<file path="config.mk">
export PLATFORM = sky130hd
export DESIGN_NAME = pipe_control_unit
export DESIGN_NICKNAME = d
export VERILOG_FILES = /design/src/rtl/mips_ctrl_pkg.sv /design/src/rtl/ctrl_decode.sv /design/src/rtl/pipe_control_unit.sv
export SDC_FILE = /design/constraint.sdc
export NUM_CORES = 1
export LEC_CHECK = 0
export BUFFER_PORTS_ARGS = -buffer_cell sky130_fd_sc_hd__buf_2
export CAP_MARGIN = 20
export CORE_MARGIN = 4
export CORE_UTILIZATION = 50
export CTS_CLUSTER_DIAMETER = 50
export DETAILED_ROUTE_END_ITERATION = 10
export GPL_TIMING_DRIVEN = 0
export PLACE_DENSITY = 0.81
export RECOVER_POWER = 50
export SLEW_MARGIN = 20
export SYNTH_ARGS = -nofsm -noshare
export SYNTH_HDL_FRONTEND = slang
export SYNTH_SLANG_ARGS = --single-unit
</file>
<file path="constraint.sdc">
create_clock -name clk -period 1.86 [get_ports clk]
set_input_delay 0 -clock clk [delete_from_list [all_inputs] [get_ports clk]]
set_output_delay 0 -clock clk [all_outputs]
set_load 0.05 [all_outputs]
</file>
<file path="src/rtl/mips_ctrl_pkg.sv">
// Shared control-unit types for the pipelined MIPS core.
// Holds opcode codes, control-word structs, bubble constants and forward selects.
package mips_ctrl_pkg;

   localparam logic [5:0] OP_RTYPE = 6'h00;
   localparam logic [5:0] OP_J     = 6'h02;
   localparam logic [5:0] OP_JAL   = 6'h03;
   localparam logic [5:0] OP_BEQ   = 6'h04;
   localparam logic [5:0] OP_BNE   = 6'h05;
   localparam logic [5:0] OP_LUI   = 6'h0F;
   localparam logic [5:0] OP_LB    = 6'h20;
   localparam logic [5:0] OP_LH    = 6'h21;
   localparam logic [5:0] OP_LW    = 6'h23;
   localparam logic [5:0] OP_LBU   = 6'h24;
   localparam logic [5:0] OP_LHU   = 6'h25;
   localparam logic [5:0] OP_LWU   = 6'h27;
   localparam logic [5:0] OP_SB    = 6'h28;
   localparam logic [5:0] OP_SH    = 6'h29;
   localparam logic [5:0] OP_SW    = 6'h2B;

   localparam logic [2:0] CLS_LOAD  = 3'b100;
   localparam logic [2:0] CLS_STORE = 3'b101;

   localparam logic [1:0] SIZE_NONE = 2'b11;

   localparam logic [1:0] FWD_NONE  = 2'b00;
   localparam logic [1:0] FWD_MEMWB = 2'b01;
   localparam logic [1:0] FWD_EXMEM = 2'b10;

   typedef struct packed {
      logic [3:0] aluOp;
      logic       aluSrc;
      logic       regDst;
      logic       isJump;
      logic       isUncond;
      logic       isEq;
      logic       memWrite;
      logic [1:0] dataSize;
      logic       regWrite;
      logic       wbFromAlu;
   } ctrl_t;

   typedef struct packed {
      logic       memWrite;
      logic [1:0] dataSize;
      logic       regWrite;
      logic       wbFromAlu;
   } memCtrl_t;

   typedef struct packed {
      logic regWrite;
      logic wbFromAlu;
   } wbCtrl_t;

   localparam ctrl_t    BUBBLE     = '0;
   localparam memCtrl_t MEM_BUBBLE = '0;
   localparam wbCtrl_t  WB_BUBBLE  = '0;

   function automatic memCtrl_t toMem(ctrl_t c);
      return '{memWrite: c.memWrite, dataSize: c.dataSize,
               regWrite: c.regWrite, wbFromAlu: c.wbFromAlu};
   endfunction

   function automatic wbCtrl_t toWb(memCtrl_t c);
      return '{regWrite: c.regWrite, wbFromAlu: c.wbFromAlu};
   endfunction

endpackage

</file>
<file path="src/rtl/ctrl_decode.sv">
// Combinational opcode-to-control-word decoder (legacy encoding).
// Ports: opcode in; ctrl (full control word) and isLoad out.
module ctrl_decode
   import mips_ctrl_pkg::*;
#(
   parameter int OPC_W = 6
) (
   input  logic [OPC_W-1:0] opcode,
   output ctrl_t            ctrl,
   output logic             isLoad
);

   logic [5:0] op;
   logic       isBr;
   logic       isSt;
   logic       isLd;

   assign op   = opcode[5:0];
   assign isBr = op inside {OP_J, OP_JAL, OP_BEQ, OP_BNE};
   assign isSt = (op[5:3] == CLS_STORE);
   assign isLd = (op[5:3] == CLS_LOAD);

   assign isLoad = isLd;

   always_comb begin
      ctrl = BUBBLE;
      unique case (1'b1)
         op[5]:            ctrl.aluOp = 4'b0000;
         isBr:             ctrl.aluOp = 4'b0001;
         (op == OP_RTYPE): ctrl.aluOp = 4'b0010;
         default:          ctrl.aluOp = op[3:0];
      endcase
      ctrl.isJump    = isBr;
      ctrl.isUncond  = ~op[2];
      ctrl.isEq      = ~op[0];
      ctrl.memWrite  = isSt;
      ctrl.dataSize  = (isSt | isLd) ? op[1:0] : SIZE_NONE;
      ctrl.aluSrc    = op[5] | op[3];
      ctrl.regDst    = op inside {OP_RTYPE, OP_BEQ, OP_BNE,
                                  OP_SB, OP_SH, OP_SW};
      ctrl.wbFromAlu = !(op inside {OP_LB, OP_LH, OP_LW, OP_LWU,
                                    OP_LBU, OP_LHU, OP_LUI});
      ctrl.regWrite  = !(isSt | isBr);
   end

endmodule

</file>
<file path="src/rtl/pipe_control_unit.sv">
// Pipelined control: decode, ID/EX-EX/MEM-MEM/WB control regs, hazards, forwarding.
// Ports: ID opcode/rs/rt/wr_reg, branch/mem-busy in; PC/IFID enables, stage ctrl, fwd selects out.
module pipe_control_unit
   import mips_ctrl_pkg::*;
#(
   parameter int OPC_W  = 6,
   parameter int REG_W  = 5,
   parameter int FWD_EN = 1
) (
   input  logic             clk,
   input  logic             rst_n,
   input  logic [OPC_W-1:0] id_opcode,
   input  logic [REG_W-1:0] id_rs,
   input  logic [REG_W-1:0] id_rt,
   input  logic [REG_W-1:0] id_wr_reg,
   input  logic             ex_branch_taken,
   input  logic             mem_busy,
   output logic             pc_write,
   output logic             ifid_write,
   output logic             ifid_flush,
   output logic [3:0]       ex_alu_op,
   output logic             ex_alu_src,
   output logic             ex_reg_dst,
   output logic             ex_is_jump,
   output logic             ex_is_uncond,
   output logic             ex_is_eq,
   output logic             mem_write,
   output logic [1:0]       mem_datasize,
   output logic             wb_reg_write,
   output logic             wb_from_alu,
   output logic [REG_W-1:0] wb_wr_reg,
   output logic [1:0]       fwd_a,
   output logic [1:0]       fwd_b
);

   ctrl_t idCtrl;
   logic  idLoad;

   ctrl_decode #(.OPC_W(OPC_W)) uDecode (
      .opcode (id_opcode),
      .ctrl   (idCtrl),
      .isLoad (idLoad)
   );

   ctrl_t            idExCtrl;
   logic [REG_W-1:0] idExWr;
   logic [REG_W-1:0] idExRs;
   logic [REG_W-1:0] idExRt;
   logic             idExLoad;

   memCtrl_t         exMemCtrl;
   logic [REG_W-1:0] exMemWr;
   logic             exMemLoad;

   wbCtrl_t          memWbCtrl;
   logic [REG_W-1:0] memWbWr;
   logic             memWbLoad;

   logic exHitRs, exHitRt, memHitRs, memHitRt;
   logic fwdExA, fwdExB, fwdWbA, fwdWbB;
   logic hazard, hold, loadBubble;

   assign exHitRs  = (id_rs != '0) && (id_rs == idExWr) && idExCtrl.regWrite;
   assign exHitRt  = (id_rt != '0) && (id_rt == idExWr) && idExCtrl.regWrite;
   assign memHitRs = (id_rs != '0) && (id_rs == exMemWr) && exMemCtrl.regWrite;
   assign memHitRt = (id_rt != '0) && (id_rt == exMemWr) && exMemCtrl.regWrite;

   // With forwarding only a load in EX can't be bypassed in time.
   assign hazard = (FWD_EN != 0)
                 ? (idExLoad && (exHitRs || exHitRt))
                 : (exHitRs || exHitRt || memHitRs || memHitRt);

   always_comb begin
      pc_write   = 1'b1;
      ifid_write = 1'b1;
      ifid_flush = 1'b0;
      hold       = 1'b0;
      loadBubble = 1'b0;
      if (!rst_n) begin
         hold = 1'b0;
      end else if (mem_busy) begin
         pc_write   = 1'b0;
         ifid_write = 1'b0;
         hold       = 1'b1;
      end else if (ex_branch_taken) begin
         ifid_flush = 1'b1;
         loadBubble = 1'b1;
      end else if (hazard) begin
         pc_write   = 1'b0;
         ifid_write = 1'b0;
         loadBubble = 1'b1;
      end
   end

   assign fwdExA = (idExRs != '0) && (idExRs == exMemWr) && exMemCtrl.regWrite;
   assign fwdExB = (idExRt != '0) && (idExRt == exMemWr) && exMemCtrl.regWrite;
   assign fwdWbA = (idExRs != '0) && (idExRs == memWbWr) && memWbCtrl.regWrite;
   assign fwdWbB = (idExRt != '0) && (idExRt == memWbWr) && memWbCtrl.regWrite;

   always_comb begin
      fwd_a = FWD_NONE;
      fwd_b = FWD_NONE;
      if ((FWD_EN != 0) && rst_n) begin
         if (fwdExA)      fwd_a = FWD_EXMEM;
         else if (fwdWbA) fwd_a = FWD_MEMWB;
         if (fwdExB)      fwd_b = FWD_EXMEM;
         else if (fwdWbB) fwd_b = FWD_MEMWB;
      end
   end

   always_ff @(posedge clk) begin
      if (!rst_n) begin
         idExCtrl  <= BUBBLE;
         idExWr    <= '0;
         idExRs    <= '0;
         idExRt    <= '0;
         idExLoad  <= 1'b0;
         exMemCtrl <= MEM_BUBBLE;
         exMemWr   <= '0;
         exMemLoad <= 1'b0;
         memWbCtrl <= WB_BUBBLE;
         memWbWr   <= '0;
         memWbLoad <= 1'b0;
      end else if (!hold) begin
         memWbCtrl <= toWb(exMemCtrl);
         memWbWr   <= exMemWr;
         memWbLoad <= exMemLoad;
         exMemCtrl <= toMem(idExCtrl);
         exMemWr   <= idExWr;
         exMemLoad <= idExLoad;
         if (loadBubble) begin
            idExCtrl <= BUBBLE;
            idExWr   <= '0;
            idExRs   <= '0;
            idExRt   <= '0;
            idExLoad <= 1'b0;
         end else begin
            idExCtrl <= idCtrl;
            idExWr   <= id_wr_reg;
            idExRs   <= id_rs;
            idExRt   <= id_rt;
            idExLoad <= idLoad;
         end
      end
   end

   // MEM/WB load flag is kept for datapath debug visibility only.
   logic unusedLoad;
   assign unusedLoad = memWbLoad & 1'b0;

   assign ex_alu_op    = idExCtrl.aluOp;
   assign ex_alu_src   = idExCtrl.aluSrc;
   assign ex_reg_dst   = idExCtrl.regDst;
   assign ex_is_jump   = idExCtrl.isJump;
   assign ex_is_uncond = idExCtrl.isUncond;
   assign ex_is_eq     = idExCtrl.isEq;
   assign mem_write    = exMemCtrl.memWrite;
   assign mem_datasize = exMemCtrl.dataSize;
   assign wb_reg_write = memWbCtrl.regWrite;
   assign wb_from_alu  = memWbCtrl.wbFromAlu;
   assign wb_wr_reg    = memWbWr;

endmodule
</file>
# After elaboration in Yosys (flattened, before gate mapping)
# Index checks and enable logic that the tools add are counted.
[op_classes]
n_reduce_logical = 24
eq_ne = 22
bitwise_logic = 5
muxes = 26
[ops]
columns = ["cell", "count"]
rows = [
  ["== test 6 bit (second input constant)", 9],
  ["== test 5 bit", 6],
  ["nonzero test 5 bit", 4],
  ["2-to-1 mux 1 bit", 16],
  ["2-to-1 mux 5 bit", 3],
  ["2-to-1 mux 14 bit", 1],
  ["logical AND 1 bit", 13],
  ["== test 6 x 2 -> 1 bit (second input constant)", 2],
  ["== test 6 x 3 -> 1 bit (second input constant)", 2],
  ["case mux 4 bit (3 select lines)", 1],
  ["2-to-1 mux 2 bit", 5],
  ["nonzero test 7 bit", 1],
  ["== test 3 bit (second input constant)", 2],
  ["== test 6 x 4 -> 1 bit (second input constant)", 1],
  ["zero test 6 bit", 1],
  ["nonzero test 6 bit", 1],
  ["nonzero test 4 bit", 1],
  ["bitwise OR 1 bit", 3],
  ["zero test 1 bit", 2],
  ["NOT 1 bit", 2],
  ["logical OR 1 bit", 1],
]
[word_totals]
register_bits = 47
word_cells = 99
in_bits = 25

# Depth between registers and ports, before layout
[depth]
depth_word = 10
depth_mapped = 6

# Hierarchy
# From an unflattened synthesis, not the netlist that was laid out.
[hier_totals]
cells_unflattened = 290
area_unflattened_um2 = 2577.5
[by_module_without_submodules]
columns = ["mod", "cells_per_inst", "area_each_um2", "n_inst"]
rows = [
  ["pipe_control_unit", 259, 2368.5, 1],
  ["ctrl_decode", 31, 209.0, 1],
]

# Least setup slack after synthesis
# OpenSTA, ideal clock, no wires.
[synth_path]
kind = "register -> output"
from = "reg idExRt[0]"
to = "out fwd_b[0]"
path_stages_with_launch = 5
t_required_ns = 1.860
n_path_buf = 0
arrival_time_ns = 2.562
setup_slack_ns = -0.702
path_cell_list = "dfxtp_1 or4_1 nor2_1 nor4_1 nor4_1"
[synth_between]
elab_chain_len = 6
elab_cells_between_ends = 10
classes_between = "eq/ne: 2; mux: 3; reduce/logical: 5"
[synth_rtl]
columns = ["item", "line_no", "source"]
rows = [
  ["start: declaration", "pipe_control_unit.sv:48", "logic [REG_W-1:0] idExRt;"],
  ["start signal: assignment", "pipe_control_unit.sv:141", "idExRt <= id_rt;"],
  ["== test 5 bit / nonzero test 5 bit (equally long branches)", "pipe_control_unit.sv:98, pipe_control_unit.sv:96", ""],
  ["logical AND 1 bit (2 in series)", "pipe_control_unit.sv:98", "assign fwdWbB = (idExRt != '0) && (idExRt == memWbWr) && memWbCtrl.regWrite;"],
  ["2-to-1 mux 1 bit", "pipe_control_unit.sv:107", "else if (fwdWbB) fwd_b = FWD_MEMWB;"],
  ["2-to-1 mux 2 bit (*)", "pipe_control_unit.sv:106", "if (fwdExB) fwd_b = FWD_EXMEM;"],
  ["2-to-1 mux 2 bit (*)", "pipe_control_unit.sv:103", "if ((FWD_EN != 0) && rst_n) begin"],
  ["end: declaration", "pipe_control_unit.sv:33", "output logic [1:0] fwd_b"],
]
# Mark *: on every way between the ends. The rest lies on a longest branch, timed or not.

# Worst setup path after layout
[layout_path]
from = "in id_rt[2]"
to = "out pc_write"
[layout_between]
elab_chain_len = 9
elab_cells_between_ends = 10
classes_between = "eq/ne: 1; mux: 4; reduce/logical: 5"
[layout_rtl]
columns = ["item", "line_no", "source"]
rows = [
  ["start: declaration", "pipe_control_unit.sv:14", "input logic [REG_W-1:0] id_rt,"],
  ["== test 5 bit / nonzero test 5 bit (equally long branches)", "n/a", ""],
  ["logical AND 1 bit (*) (2 in series)", "pipe_control_unit.sv:64", "assign exHitRt = (id_rt != '0) && (id_rt == idExWr) && idExCtrl.regWrite;"],
  ["logical OR 1 bit (*)", "n/a", ""],
  ["logical AND 1 bit (*)", "pipe_control_unit.sv:70", "? (idExLoad && (exHitRs || exHitRt))"],
  ["2-to-1 mux 1 bit (*)", "pipe_control_unit.sv:88", "end else if (hazard) begin"],
  ["2-to-1 mux 1 bit (*)", "pipe_control_unit.sv:85", "end else if (ex_branch_taken) begin"],
  ["2-to-1 mux 1 bit (*)", "pipe_control_unit.sv:81", "end else if (mem_busy) begin"],
  ["2-to-1 mux 1 bit (*)", "pipe_control_unit.sv:79", "if (!rst_n) begin"],
  ["end: declaration", "pipe_control_unit.sv:18", "output logic pc_write,"],
]
# Marks and branches as above.

==> summary.md <==
| Metric | Value |
|---|---|
| Hold_sp | `id_opcode[5]` |
| Flops & latches, synth | `47` |
| PD cells | `711 mW/mm2` |
| CP Cell Sequence | `dlygate4sd3_1, xor2_2, nor4_2, a22oi_2, nor2_4, a31oi_4, buf_6, buf_8` |
| DRT Pass-1 Iters | `4` |
| Post-route setup TNS | `-0.0176 ns` |
| # rows | `24` |
| Clock slew at reported path FFs | `0.09 ns` |
| WHS Endpoint | `ex_is_jump` |
| RR Endpoint | `idExRt[2]` |
| Maximum fanout along the worst path | `3` |
| Num Clock Sinks | `47` |
| Post-synthesis cell area | `0.00224 mm2` |
| Post-synth EDFFs | `0` |
| Mapped Nets | `260` |
| Post-Synthesis Cells | `235` |
| Fin. max-slew vios | `0` |
| Vias | `1998` |
| Reg-to-Reg Start | `idExWr[2]` |
| Final clock skew | `0.00918 ns` |
| Seq/Total Area, Yosys | `42.0%` |
| Total GRT Usage | `19.7%` |
| Fin. Hold Viols | `0` |
| Synthesis-to-finish area growth | `38.7%` |
| Port bufs | `49` |
| Setup violations, final | `1` |
| Avg Cell Area, Syn | `9.53 um2` |
| Top_reg_cell synth | `dfxtp_1` |
| R2R cell count | `7` |
| Fmax | `0.533 GHz` |
| Period utilization | `101%` |
| Synth warnings | `0` |
| Post-route setup slack | `-0.0176 ns` |
| RSZ-0062 raised after global routing | `true` |
| Nets | `343` |
| Hpwl dp | `3630 um` |
| Outcome | `complete, but fails checks` |
| Critical path origin | `id_rt[2]` |
| Largest net degree at the start of global routing | `15` |
| Routed WL | `5800 um` |
| Post-route ant nets | `0` |
| Maximum vdd ir drop | `485 uV` |
| Share of cells above drive strength 1 | `30.1%` |
| Startpoint Class | `primary input` |
| Post-layout min period | `1.88 ns` |
| Antenna violations before repair | `0` |
| Gp weighted congestion | `0.880` |
| Max H-tree Level | `2` |
| Worst hold stages | `3` |
| Slew @ Worst Pin | `0.731 ns` |
| CP arrival | `1.88 ns` |
| Starting Density | `51.4%` |
| Vias per inst | `5.39` |
| Die height | `74.9 um` |
| Max transition margin | `51.3%` |
| R2r setup slk | `0.05 ns` |
| Hold crit path type | `primary input to flip-flop` |
| Die X-Extent | `74.9 um` |
| Worst Path Class, Setup | `primary input to output port` |
| Inserted Clock Buffers | `5` |
| Synth unique cells | `37` |
| I/O pins | `51` |
| Crit path max-delay cell type | `dlygate4sd3_1` |
| Clk root buf | `clkbuf_8` |
| WP data required | `1.86 ns` |
| TritonCTS clock tree | `done` |
| First-pass GRT wire length | `8460 um` |
| First-iteration detailed-routing DRC count | `104` |
| CORE AREA | `0.00435 mm2` |
| Aggregate global routing overflow | `0` |
| Critical path endpoint category | `output port` |
| Tot Pwr | `0.00221 W` |
| Asr flop ratio synth | `0%` |
| Vias in the first global route | `1845` |
| DRC Markers | `0` |
| Clock Latency Late Sink | `0.30 ns` |
| # diodes | `0` |
| Die Area | `0.00561 mm2` |
| P_leak | `1.24 nW` |
| Maximum root-to-sink buffer count | `2` |
| Max Cap Viol | `0` |
| Post-DR wirelength/cell | `15.6 um` |
| Failing checks | `setup timing` |
| Largest stage delay on the critical path | `0.63 ns` |
[how the worst max path moves through the flow]
stage	endpoint	depth (start not counted)	slack (ns)
global placement	pc_write	7	0.09
global route	pc_write	8	-0.07
detailed placement	fwd_b[0]	5	0.05
finish	pc_write	8	-0.02
CTS	fwd_b[0]	5	-0.04
floorplan	fwd_b[0]	4	0.04
[per-stage QoR]
stage               hold slack, ns  cell area (um2)  util, %  cells  setup WS (ns)
detailed placement           0.217             2590     59.6    336         0.0491
CTS                         0.0403             3010     69.1    367        -0.0382
floorplan                   0.0998             2280        -    235         0.0391
global route                0.0353             3110     71.4    371        -0.0685
finish                      0.0341             3110     71.4    371        -0.0176
global placement             0.212             2590     59.6    336         0.0879
[cells in the mapped netlist (2+ instances only)]
cell / n / area (um2)
inv_1: 4 / 15.0
o31ai_2: 2 / 25.0
nor4_1: 6 / 37.5
nor2b_1: 17 / 106
o31ai_1: 2 / 15.0
o21ai_0: 3 / 15.0
mux2i_1: 17 / 170
or2_1: 2 / 12.5
or4_1: 3 / 22.5
buf_2: 3 / 15.0
xnor2_1: 17 / 149
nor3b_1: 2 / 15.0
nand4_1: 5 / 31.3
xor2_1: 12 / 105
clkbuf_1: 8 / 30.0
and2_1: 2 / 12.5
o21ai_1: 12 / 60.1
nor4_2: 2 / 25.0
buf_6: 2 / 22.5
dfxtp_1: 47 / 941
nand3_1: 3 / 15.0
buf_4: 7 / 52.6
a21oi_1: 3 / 15.0
a31oi_1: 2 / 12.5
nand2_1: 19 / 71.3
a22o_1: 15 / 131
nor2_1: 8 / 30.0
[cell type report]
type                            instances  area, um2
Buffer                                 20        118
Clock buffer                            6       82.6
Clock inverter                          2       35.0
Fill cell                             303       1250
Inverter                                4       15.0
Multi-Input combinational cell        164       1290
Sequential cell                        47        977
Tap cell                               52       65.1
Timing Repair Buffer                   76        524
[per-layer routing]
layer / vias to the layer above / track usage, % / wire length, um
met1: 950 / 25.0 / 2560
met3: 10 / 3.34 / 240
met5: - / 0 / 0
met4: 0 / 7.91 / 98
met2: 49 / 33.0 / 2900
li1: 989 / - / -
[cells in the final DEF (no fill, tap or decap), types with 5 or more instances in the layout]
cell and count:
dfxtp_2 8, nand2_1 19, buf_6 5, a22o_1 15, dfxtp_1 32, dlygate4sd3_1 18
nand4_1 5, dfxtp_4 7, xnor2_1 17, xor2_1 10, nor2_1 5, o21ai_1 12
buf_4 17, clkbuf_8 6, buf_2 29, mux2i_1 17, clkbuf_1 24, nor2b_1 17
[worst max-delay path, delay by kind of cell]
| family | cells | cell delay (ns) |
|---|---|---|
| and+or+nand+nor | 2 | 0.47 |
| buffers and inverters | 3 | 0.92 |
| AOI/OAI and AO/OA | 2 | 0.26 |
| xor gates and xnor gates | 1 | 0.22 |
[power breakdown]
| group | internal, W | switching (W) | leakage, nW | total, W |
|---|---|---|---|---|
| sequential | 0.00103 | 0.0000338 | 0.391 | 0.00107 |
| clock | 0.000435 | 0.000346 | 0.0612 | 0.000781 |
| combinational | 0.000162 | 0.000199 | 0.789 | 0.000361 |
| total | 0.00163 | 0.000579 | 1.24 | 0.00221 |
[logic make-up after synthesis]
logic type	synth area share (%)
buffers and inverters	6.03
muxes	7.60
and+or+nand+nor	18.3
xor gates and xnor gates	11.3
DFF	42.0
AOI/OAI and AO/OA	14.7
[timing repair]
item                       4_1_cts  5_1_grt
hold endpoints to repair        18        0
setup endpoints to repair        6       26
gates resized for setup         25       28
pin swaps                        7       14
hold buffers                    18        0
setup buffers                    5        5
cloned                           0        0
Power figures use the tool's default switching activity.
